**src/rtl/byte_accumulator.sv**
```systemverilog
// Queued 8-bit accumulator: operations wait in a small FIFO and execute one per cycle.
// Also holds the two's-complement helper that is shared with the upstream datapath.

module byte_negate (
  input  logic [7:0] a,
  output logic [7:0] y
);
  assign y = ~a + 8'd1;
endmodule

module byte_accumulator #(
  parameter int unsigned DEPTH = 4
) (
  input  logic                       clk,
  input  logic                       reset,
  input  logic                       op_valid,
  output logic                       op_ready,
  input  logic [1:0]                 op,
  input  logic [7:0]                 operand,
  input  logic                       hold,
  output logic [7:0]                 acc,
  output logic                       res_valid,
  output logic                       flag_z,
  output logic                       flag_n,
  output logic                       flag_c,
  output logic                       flag_v,
  output logic [$clog2(DEPTH):0]     count
);

  localparam int unsigned AW = $clog2(DEPTH);
  localparam int unsigned CW = AW + 1;

  typedef enum logic [1:0] {
    OpLoad = 2'b00,
    OpAdd  = 2'b01,
    OpSub  = 2'b10,
    OpNeg  = 2'b11
  } op_e;

  // FIFO storage and control
  logic [1:0]    op_mem   [DEPTH];
  logic [7:0]    opnd_mem [DEPTH];
  logic [AW-1:0] wr_ptr_q, wr_ptr_d;
  logic [AW-1:0] rd_ptr_q, rd_ptr_d;
  logic [CW-1:0] count_q, count_d;

  // Architectural state
  logic [7:0] acc_q;
  logic       res_valid_q;
  logic       flag_z_q, flag_n_q, flag_c_q, flag_v_q;

  logic push, pop;
  logic full;

  assign full     = (count_q == CW'(DEPTH));
  assign op_ready = !reset && !full;
  assign push     = op_valid && op_ready;
  assign pop      = !hold && (count_q != '0);

  always_ff @(posedge clk) begin
    if (push) begin
      op_mem[wr_ptr_q]   <= op;
      opnd_mem[wr_ptr_q] <= operand;
    end
  end

  always_comb begin
    wr_ptr_d = wr_ptr_q;
    rd_ptr_d = rd_ptr_q;
    count_d  = count_q;
    if (push) begin
      wr_ptr_d = wr_ptr_q + AW'(1);
    end
    if (pop) begin
      rd_ptr_d = rd_ptr_q + AW'(1);
    end
    unique case ({push, pop})
      2'b10:   count_d = count_q + CW'(1);
      2'b01:   count_d = count_q - CW'(1);
      default: count_d = count_q;
    endcase
  end

  always_ff @(posedge clk) begin
    if (reset) begin
      wr_ptr_q <= '0;
      rd_ptr_q <= '0;
      count_q  <= '0;
    end else begin
      wr_ptr_q <= wr_ptr_d;
      rd_ptr_q <= rd_ptr_d;
      count_q  <= count_d;
    end
  end

  // Execution datapath on the FIFO head
  op_e        head_op;
  logic [7:0] head_opnd;
  logic [7:0] neg_acc;
  logic [8:0] sum;
  logic [7:0] r;
  logic       c, v;

  assign head_op   = op_e'(op_mem[rd_ptr_q]);
  assign head_opnd = opnd_mem[rd_ptr_q];

  byte_negate u_negate (
    .a (acc_q),
    .y (neg_acc)
  );

  always_comb begin
    sum = '0;
    r   = acc_q;
    c   = 1'b0;
    v   = 1'b0;
    unique case (head_op)
      OpLoad: begin
        r = head_opnd;
      end
      OpAdd: begin
        sum = {1'b0, acc_q} + {1'b0, head_opnd};
        r   = sum[7:0];
        c   = sum[8];
        v   = (acc_q[7] == head_opnd[7]) && (r[7] != acc_q[7]);
      end
      OpSub: begin
        // Carry out of acc + ~b + 1 is the inverted borrow
        sum = {1'b0, acc_q} + {1'b0, ~head_opnd} + 9'd1;
        r   = sum[7:0];
        c   = sum[8];
        v   = (acc_q[7] != head_opnd[7]) && (r[7] != acc_q[7]);
      end
      OpNeg: begin
        r = neg_acc;
        c = (acc_q == 8'h00);
        v = (acc_q == 8'h80);
      end
      default: begin
        r = acc_q;
      end
    endcase
  end

  always_ff @(posedge clk) begin
    if (reset) begin
      acc_q       <= 8'h00;
      res_valid_q <= 1'b0;
      flag_z_q    <= 1'b1;
      flag_n_q    <= 1'b0;
      flag_c_q    <= 1'b0;
      flag_v_q    <= 1'b0;
    end else begin
      res_valid_q <= pop;
      if (pop) begin
        acc_q    <= r;
        flag_z_q <= (r == 8'h00);
        flag_n_q <= r[7];
        flag_c_q <= c;
        flag_v_q <= v;
      end
    end
  end

  assign acc       = acc_q;
  assign res_valid = res_valid_q;
  assign flag_z    = flag_z_q;
  assign flag_n    = flag_n_q;
  assign flag_c    = flag_c_q;
  assign flag_v    = flag_v_q;
  assign count     = count_q;

endmodule

```
**config.mk**
```make
export PLATFORM = sky130hd
export DESIGN_NAME = byte_accumulator
export DESIGN_NICKNAME = d
export VERILOG_FILES = /design/src/rtl/byte_accumulator.sv
export SDC_FILE = /design/constraint.sdc
export NUM_CORES = 1
export LEC_CHECK = 0
export CAP_MARGIN = 20
export CORE_ASPECT_RATIO = 0.7
export CORE_MARGIN = 3
export CORE_UTILIZATION = 50
export CTS_CLUSTER_SIZE = 10
export DETAILED_ROUTE_END_ITERATION = 7
export PLACE_DENSITY = 0.71
export SKIP_LAST_GASP = 1
export SYNTH_ARGS = -nofsm -noshare
export SYNTH_HDL_FRONTEND = slang
export SYNTH_HIERARCHICAL = 1
export SYNTH_SLANG_ARGS = --single-unit
```
**constraint.sdc**
```tcl
create_clock -name clk -period 6.8 [get_ports clk]
set_input_delay 0.68 -clock clk [delete_from_list [all_inputs] [get_ports clk]]
set_output_delay 0.68 -clock clk [all_outputs]
set_load 0.02 [all_outputs]
```
==> results of run 1 <==
[state kept, by name, indices dropped and copies added, names as in the netlist, named ones only]
| signal | count |
|---|---|
| opnd_mem | 32 |
| acc | 8 |
| op_mem | 8 |
| count | 3 |
| rd_ptr_q | 2 |
| wr_ptr_q | 2 |
| flag_c | 1 |
| flag_v | 1 |
| flag_z | 1 |
| res_valid | 1 |
[worst max-delay path: stages, from the launching register on]
cell,delay (ns)
dfxtp_1,0.69
mux4_1,0.70
inv_1,0.09
ha_1,0.32
nor3_1,0.20
o21ai_0,0.11
o211a_1,0.17
o31ai_1,0.43
o21ai_0,0.16
a222oi_1,0.38
a211oi_1,0.13
[cell usage in the layout, fill, tap and decap left out, drive strengths merged, types with 6 or more instances in the layout]
cell and n:
xor2 7, nand2 14, a21oi 16, mux4 11
o21ai 8, edfxtp 40, nor3 8, clkbuf 9
nor2 26, ha 25, a211oi 6, xnor2 10
dfxtp 21, inv 28, clkdlybuf4s50 30
[per-layer routing]
layer | vias to the layer above | track usage [%]
li1 | 1152 | -
met1 | 1130 | 25.8
met4 | 0 | 5.89
met5 | - | 0
met3 | 4 | 3.90
met2 | 54 | 32.8
[worst min path at each step]
| stage | slack, ns | startpoint | endpoint | cells past startpoint |
|---|---|---|---|---|
| final | 0.46 | flag_v$_SDFFE_PP0P_ | flag_v$_SDFFE_PP0P_ | 2 |
| after global placement | 0.44 | flag_v$_SDFFE_PP0P_ | flag_v$_SDFFE_PP0P_ | 2 |
| after floorplan | 0.48 | rd_ptr_q[1]$_SDFFE_PP0P_ | flip-flop | 2 |
| after global routing | 0.51 | flag_v$_SDFFE_PP0P_ | flag_v$_SDFFE_PP0P_ | 2 |
| after CTS | 0.47 | flag_v$_SDFFE_PP0P_ | flag_v$_SDFFE_PP0P_ | 2 |
| after detailed placement | 0.46 | flag_v$_SDFFE_PP0P_ | flag_v$_SDFFE_PP0P_ | 2 |
[logic make-up after synthesis]
family,share of synthesized area (%)
buffers and inverters,5.72
XOR/XNOR,4.28
AO/OA/AOI/OAI,13.1
adder cells (fa/ha/maj),10.7
multiplexers,8.68
flip-flops,46.7
AND/OR/NAND/NOR,10.9
[where the power goes]
group	switching (W)	internal [W]
Combinational	0.000481	0.000401
Sequential	0.0000868	0.000445
Clock	0.000140	0.000170
Total	0.000707	0.00102
[cells in the mapped netlist, drive strengths merged (7+ instances only)]
cell,n
inv,26
xor2,7
xnor2,10
nor2,26
nand2,14
clkbuf,9
dfxtp,21
o21ai,8
nor3,8
edfxtp,40
mux4,11
ha,25
a21oi,16
[per-stage QoR]
| stage | instances | instance area [sq um] | hold WS [ns] | utilization, % |
|---|---|---|---|---|
| detailed placement | 402 | 3790 | 0.457 | 58.5 |
| global route | 418 | 3990 | 0.513 | 61.5 |
| floorplan | 296 | 3480 | 0.485 | - |
| global placement | 402 | 3790 | 0.445 | 58.5 |
| CTS | 418 | 3990 | 0.469 | 61.5 |
| finish | 418 | 3990 | 0.461 | 61.5 |
[final cells by class]
type / instances / area [sq um] / share of cell area (%)
timing repair buffer: 30 / 300 / 7.53
multi-input combinational: 193 / 1660 / 41.5
clock buffer: 9 / 124 / 3.11
clock inverter: 7 / 72.6 / 1.82
tap: 91 / 114 / 2.85
inverter: 27 / 101 / 2.54
sequential: 61 / 1620 / 40.7
==> flow_metrics.py, run 1 <==
metrics = {
    "detailed_routing": {
        "viasPerCell": 5.60,
        "first_pass_iters": 4,
        "wl_per_cell_microns": 16.8,
        "final_antenna_net_count": 0,
        "wl_met2_mm": 3.31,
        "wirelength_mm": 7.01,
        "drt-met1-wl_mm": 3.31,
        "top_layer_used": "met4",
        "drt_iter0_markers": 113,
        "vias": 2340,
        "wl_met3_microns": 369,
        "route.detailed.drc": 0,
    },
    "timing": {
        "period_share_pct": 51.9,
        "fmax_ghz": 0.283,
        "finalHoldViolations": 0,
        "finalWorstSetupSlack_ns": 3.27,
        "worstMarginPinSlew_ns": 0.803,
        "skew_ns": 0.0115,
        "relSlewSlack_pct": 46.3,
        "min_period_ns": 3.53,
        "slew_viol_final": 0,
        "rsz0062_at_grt": "no",
        "setup_tns_ns": 0,
        "setup_viol": 0,
    },
    "clock_network": {
        "postCtsSetupRepairBufs": 0,
        "clk_path_buf_depth": 2,
        "cts_hold_buffers": 0,
        "cts_tree": "done",
        "numCtsBuffers": 9,
        "insertion_delay_ns": 0.33,
        "cts_resized": 0,
        "root_buffer": "clkbuf_8",
        "clock-sinks": 61,
        "clkTransAtPathRegs_ns": 0.07,
        "cts_max_level": 3,
    },
    "synthesis": {
        "synth_nets": 338,
        "synth-edff-count": 40,
        "ys_warn_count": 6,
        "synth_ff_type": "edfxtp_1",
        "syn_area_per_cell_sq_um": 11.7,
        "synthCells": 296,
        "synth_area_leader_cell": "edfxtp_1",
        "synth-async-reset-ratio_pct": 0,
        "yosysTopAreaCellShare_pct": 34.6,
        "synthesis.area_sq_um": 3480,
        "synth_seq_cells": 61,
        "synth.distinct_cells": 60,
        "synth.area.top_cells": "edfxtp_1, dfxtp_1, ha_1, mux4_1, inv_1",
        "ys_seq_area_share_pct": 46.7,
    },
    "floorplan": {
        "dieArea_sq_um": 8000,
        "fp.coreArea_sq_um": 6490,
        "io_pins": 31,
        "dieHeight_microns": 75.8,
        "die_x_microns": 106,
        "num_rows": 24,
        "start_util_pct": 53.6,
    },
    "critical_path": {
        "end_kind": "flip-flop",
        "arrival_ns": 3.71,
        "crit_fanout": 10,
        "crit_end": "acc[7]$_SDFFE_PP0P_",
        "startpoint_type": "flip-flop",
        "r2r_cells": 10,
        "timing.rr.end": "acc[7]$_SDFFE_PP0P_",
        "required_ns": 6.98,
        "crit_type": "flip-flop to flip-flop",
        "rrSetupSlack_ns": 3.27,
    },
    "finish": {
        "layout-drive-gt1-share_pct": 7.34,
        "num_antenna_cells": 0,
        "n_fill_cell": 554,
        "nNetsFinal": 364,
        "synthToLayoutAreaGrowth_pct": 14.8,
    },
    "global_route": {
        "grt_overflow_total": 0,
        "grt_pass1_wl_mm": 11.9,
        "grt_start_max_net_pins": 23,
        "antenna_found_initial": 0,
        "grt_pass1_vias": 2422,
        "grt_usage_pct": 19.4,
    },
    "pwr": {
        "power_w": 0.00172,
        "power_leakage_nw": 1.50,
        "power.density_nw_per_um2": 432,
        "ir_worst_vdd_v": 0.000191,
    },
    "placed_design": {
        "place_ws_ns": 3.26,
        "dp_hpwl_mm": 5.28,
        "place.gp.congestion": 0.837,
        "portBuffers": 30,
    },
    "status": {
        "status": "complete, no violations",
    },
    "run": {
        "maxCapViolations": 0,
    },
    "worst_hold_path": {
        "hold_class": "flip-flop to flip-flop",
    },
}
Power figures use the tool's default switching activity.
==> inputs of run 2 (changes only) <==
--- a/config.mk
+++ b/config.mk
@@ -11,7 +11,7 @@
 export CORE_UTILIZATION = 50
 export CTS_CLUSTER_SIZE = 10
 export DETAILED_ROUTE_END_ITERATION = 7
-export PLACE_DENSITY = 0.71
+export PLACE_DENSITY = 0.73
 export SKIP_LAST_GASP = 1
 export SYNTH_ARGS = -nofsm -noshare
 export SYNTH_HDL_FRONTEND = slang
==> constraint.sdc (replaced) <==
create_clock -name clk -period 3.2 [get_ports clk]
set_input_delay 0.32 -clock clk [delete_from_list [all_inputs] [get_ports clk]]
set_output_delay 0.32 -clock clk [all_outputs]
set_load 0.02 [all_outputs]
==> run 2 against run 1 <==
Net effect:
- count of clock-buffer cells in the layout stayed put
- wire length is 4.5% higher
- via count is 2.7% higher
- largest cell class unchanged
- largest power group unchanged
- global-route usage is 0.17 points higher
- critical path depth stayed put
- highest routed layer unchanged
- critical path type unchanged
==> flow_metrics.py, run 2 (same netlist as run 1, synthesis figures left out) <==
metrics = {
    "floorplan": {
        "dieHeight_microns": 75.8,
        "start_util_pct": 53.6,
        "dieArea_sq_um": 8000,
        "fp.coreArea_sq_um": 6490,
        "die_x_microns": 106,
        "io_pins": 31,
        "num_rows": 24,
    },
    "status": {
        "status": "complete, no violations",
    },
    "global_route": {
        "grt_overflow_total": 0,
        "grt_usage_pct": 19.5,
        "antenna_found_initial": 0,
        "grt_pass1_vias": 2285,
        "grt_pass1_wl_mm": 11.8,
        "grt_start_max_net_pins": 22,
    },
    "critical_path": {
        "end_kind": "flip-flop",
        "crit_fanout": 10,
        "r2r_cells": 10,
        "crit_end": "flag_z$_SDFFE_PP1P_",
        "crit_type": "flip-flop to flip-flop",
        "required_ns": 3.49,
        "startpoint_type": "flip-flop",
        "timing.rr.end": "flag_z$_SDFFE_PP1P_",
        "arrival_ns": 3.27,
        "rrSetupSlack_ns": 0.21,
    },
    "detailed_routing": {
        "wl_per_cell_microns": 17.0,
        "drt_iter0_markers": 127,
        "wirelength_mm": 7.33,
        "first_pass_iters": 4,
        "viasPerCell": 5.59,
        "final_antenna_net_count": 0,
        "vias": 2403,
        "route.detailed.drc": 0,
    },
    "timing": {
        "setup_viol": 0,
        "worstMarginPinSlew_ns": 0.566,
        "fmax_ghz": 0.335,
        "rsz0062_at_grt": "no",
        "finalHoldViolations": 0,
        "relSlewSlack_pct": 62.3,
        "period_share_pct": 93.3,
        "skew_ns": 0.00983,
        "setup_tns_ns": 0,
        "min_period_ns": 2.99,
        "slew_viol_final": 0,
        "whs_ns": 0.459,
    },
    "finish": {
        "largest_register_ffs": 32,
        "num_antenna_cells": 0,
        "nNetsFinal": 376,
        "final_cell_mix": "edfxtp_1, clkdlybuf4s50_1, inv_1, nor2_1, ha_1",
        "synthToLayoutAreaGrowth_pct": 16.7,
        "final_common_cell": "edfxtp_1",
        "largest-register": "opnd_mem",
        "layout-drive-gt1-share_pct": 11.5,
        "n_fill_cell": 540,
    },
    "clock_network": {
        "clk_path_buf_depth": 2,
        "cts_max_level": 3,
        "insertion_delay_ns": 0.34,
        "numCtsBuffers": 9,
        "cts_hold_buffers": 0,
        "postCtsSetupRepairBufs": 0,
        "clkTransAtPathRegs_ns": 0.08,
        "clock-sinks": 61,
        "root_buffer": "clkbuf_8",
        "cts_tree": "done",
    },
    "pwr": {
        "ir_worst_vdd_v": 0.000358,
        "power.density_nw_per_um2": 911,
        "power_leakage_nw": 1.54,
    },
    "run": {
        "maxCapViolations": 0,
    },
    "placed_design": {
        "place.gp.congestion": 0.928,
        "dp_hpwl_mm": 5.24,
        "portBuffers": 30,
    },
    "worst_hold_path": {
        "hold_class": "flip-flop to flip-flop",
    },
}
[run 2: how the worst min path moves through the flow]
stage,startpoint,endpoint,slack [ns],depth (start not counted)
6_report,flag_v$_SDFFE_PP0P_,flag_v$_SDFFE_PP0P_,0.46,2
5_1_grt,flag_v$_SDFFE_PP0P_,flag_v$_SDFFE_PP0P_,0.49,2
4_1_cts,flag_v$_SDFFE_PP0P_,flag_v$_SDFFE_PP0P_,0.46,2
3_5_place_dp,flag_v$_SDFFE_PP0P_,flag_v$_SDFFE_PP0P_,0.45,2
3_3_place_gp,flag_v$_SDFFE_PP0P_,flag_v$_SDFFE_PP0P_,0.45,2
2_1_floorplan,op[0],op_mem[0][0]$_DFFE_PP_,0.42,0
[run 2: worst max-delay path, cell delays in order (launching register included)]
cell	delay (ns)
dfxtp_2	0.42
mux4_1	0.63
inv_1	0.09
ha_1	0.34
nor3_1	0.20
o21ai_0	0.10
o211a_1	0.16
o31ai_1	0.27
o21ai_0	0.15
a222oi_1	0.39
a31o_1	0.20
[run 2: cell type report]
class                      count  area, sq um  area share [%]
multi-input combinational    193         1660            40.8
sequential                    61         1620            40.0
timing repair buffer          42          390            9.62
clock buffer                   9          124            3.05
tap                           91          114            2.81
inverter                      27          101            2.50
clock inverter                 7         50.0            1.23
[run 2: repair_timing]
item,CTS,global route
hold endpoints to repair,0,0
endpoints found under the setup margin,0,3
gates resized for setup,0,1
[run 2: through the flow]
step | setup slack, ns | cell area [sq um] | std cells | total power (W) | util (%)
finish | 0.215 | 4060 | 430 | 0.00370 | 62.6
detailed placement | 0.143 | 3880 | 414 | 0.00308 | 59.9
floorplan | 0.264 | 3480 | 296 | 0.00254 | -
CTS | 0.123 | 4060 | 430 | 0.00370 | 62.5
global placement | 0.204 | 3880 | 414 | 0.00305 | 59.9
global route | 0.00234 | 4060 | 430 | 0.00397 | 62.6
[run 2: power breakdown]
| part | switching [W] | internal (W) | leakage, nW |
|---|---|---|---|
| logic | 0.00107 | 0.000923 | 0.923 |
| clock network | 0.000330 | 0.000283 | 0.0820 |
| registers | 0.000149 | 0.000945 | 0.535 |
| total | 0.00155 | 0.00215 | 1.54 |
[run 2: layer usage]
| layer | GRT usage [%] | routed length (microns) | share of wire, % | vias up |
|---|---|---|---|---|
| met5 | 0 | 0 | 0 | - |
| met4 | 5.89 | 42 | 0.57 | 0 |
| met3 | 5.67 | 438 | 6.0 | 5 |
| met2 | 31.0 | 3210 | 44 | 69 |
| met1 | 26.6 | 3640 | 50 | 1160 |
| li1 | - | - | - | 1169 |
==> RTL change: new RTL, config.mk and constraints of run 1 <==
Set the parameter `DEPTH` to 8 (it was 4).
--- a/src/rtl/byte_accumulator.sv
+++ b/src/rtl/byte_accumulator.sv
@@ -9,7 +9,7 @@
 endmodule
 
 module byte_accumulator #(
-  parameter int unsigned DEPTH = 4
+  parameter int unsigned DEPTH = 8
 ) (
   input  logic                       clk,
   input  logic                       reset,
Ports: changed (resized count); port bits go from 31 to 32. No check against the original RTL was run, so the function may have changed too.
==> RTL change against run 1 <==
- total power up 60%
- global-route usage up 0.28 points
- cell area up 53%
- combinational power up 55%
- synthesized area up 53%
- utilization down 0.72 points
- largest power group unchanged
- wire length up 61%
- setup slack worse by 0.34 ns
- sequential cell count up 44
- largest cell class is now sequential cells
==> RTL change: results (changes against run 1) <==
stage;metric;value;unit;change
outcome;status;completed;;
final_layout;Final Non-Filler Cells;581;;+39%
final_layout;Clock-cell share;0.0512;;+0.00190
final_layout;relative area of non-clock buffer cells in the final design;0.0659;;-0.00934
worst_setup_path;largest fanout on the critical path;15;;+5
clock_network;Clock Tree Root;clkbuf_16;;
synth;Yosys cell types;55;;-8.3%
grt;maximum number of pins on one net before global-route repair;25;;+8.7%
min_path;kind of path behind the tightest hold check;reg2reg;;
synth;top area cells in the synthesized netlist;edfxtp_1 (45%), dfxtp_1 (9.4%), mux4_2 (6.8%);;
worst_setup_path;Worst EP arrival;4.13;ns;+0.42 ns
grt;global-route met1 utilization;0.304;;+0.0462
timing;final setup skew;0.00677;ns;-0.00474 ns
synth;top cell types by occurrence after synthesis;edfxtp_1 (80), nor2_1 (41), inv_1 (28);;
pwr;static leakage;2.12;nW;+42%
pwr;Sequential Power;0.858;mW;+62%
final_layout;count of flip-flops and latches;105;;+72%
drt;initial DRC count;355;;+210%
drt;met3 routed WL;703;um;+91%
synth;post-synthesis share of cell area spent on xor and xnor gates;0.0297;;-0.0132
final_layout;inverter count of the layout excluding clock inverters;28;;+3.7%
worst_setup_path;cells on worst reg2reg path;12;;+2
placed_design;Post-DP HPWL;7.76;mm;+47%
final_layout;share of post-route cells with drive strength above 1;0.126;;+0.0524
synth;fraction of synthesized area in multiplexers;0.130;;+0.0428
pwr;switching power total;1.07;mW;+52%
placed_design;number of buffers added on ports;31;;+3.3%
grt;met3 usage in global routing;0.0454;;+0.00645
placed_design;DP Cell Count;562;;+40%
drt;vias;3438;;+47%
grt;number of global-route vias before repair;3225;;+33%
drt;drt pass-1 iters;5;;+1
placed_design;Post-Place Setup Slack;2.49;ns;-0.762 ns
final_layout;area of the multi-input gates;0.00221;mm2;+33%
grt;global-route wire length before repair;17.7;mm;+48%
synth;share of synthesized area occupied by flip-flops and latches;0.546;;+0.0799
synth;number of enable-type register cells in the synthesized netlist;80;;+100%
grt;met2 track demand over resource in global routing;0.277;;-0.0512
final_layout;Largest register FFs;64;;+100%
pwr;maximum ir drop on the vdd rail;159;uV;-16%
placed_design;Routability Congestion;0.858;;+2.5%
final_layout;Fillers;764;;+38%
synth;adder-cell area share of the yosys netlist;0.0678;;-0.0394
final_layout;total number of multi-input combinational cells;264;;+37%
synth;net count after synthesis;455;;+35%
final_layout;clkbuf count;11;;+2
pwr;Clock Power Share;0.195;;+0.015
final_layout;area taken by flip-flops and latches;0.00290;mm2;+79%
timing;actual transition at the worst max-transition pin;1.07;ns;+0.262 ns
clock_network;TritonCTS buffer count;9;;unchanged
final_layout;Final #Nets;489;;+34%
drt;Routed met2 length;4.78;mm;+44%
grt;GRT Util Overall;0.196;;+0.00280
drt;post-route met1 wirelength;5.64;mm;+71%
drt;detailed-route wire length;11.3;mm;+61%
synth;Synth Area in Compound Gates;0.0949;;-0.0358
synth;Post-Syn Area per Cell;12.8;um2;+9.3%
RTL change: worst max-delay path, cell delays in order, from the launching register on:
cell and delay, ns:
dfxtp_1 0.99, mux4_2 0.42, mux2_2 0.32, ha_1 0.24, inv_1 0.09, fa_1 0.21, nor2_1 0.08, o311ai_0 0.53
mux2i_1 0.15, a31oi_1 0.25, o221a_2 0.25, inv_1 0.05, o31ai_2 0.21
RTL change: worst paths after layout:
check         start     end  slack (ns)
max reg2reg    flop  flag_z        2.93
max            flop  flag_z        2.93
min          flag_v  flag_v        0.46
min reg2reg  flag_v  flag_v        0.46
RTL change: stage by stage:
stage               hold slack [ns]  instance area (um2)  utilization  total power, mW
floorplan                     0.454                 5310            -             1.87
global placement              0.447                 5730        0.571             2.17
detailed placement            0.456                 5730        0.572             2.19
CTS                           0.466                 6040        0.603             2.74
global route                  0.504                 6090        0.608             2.94
finish                        0.465                 6090        0.608             2.76
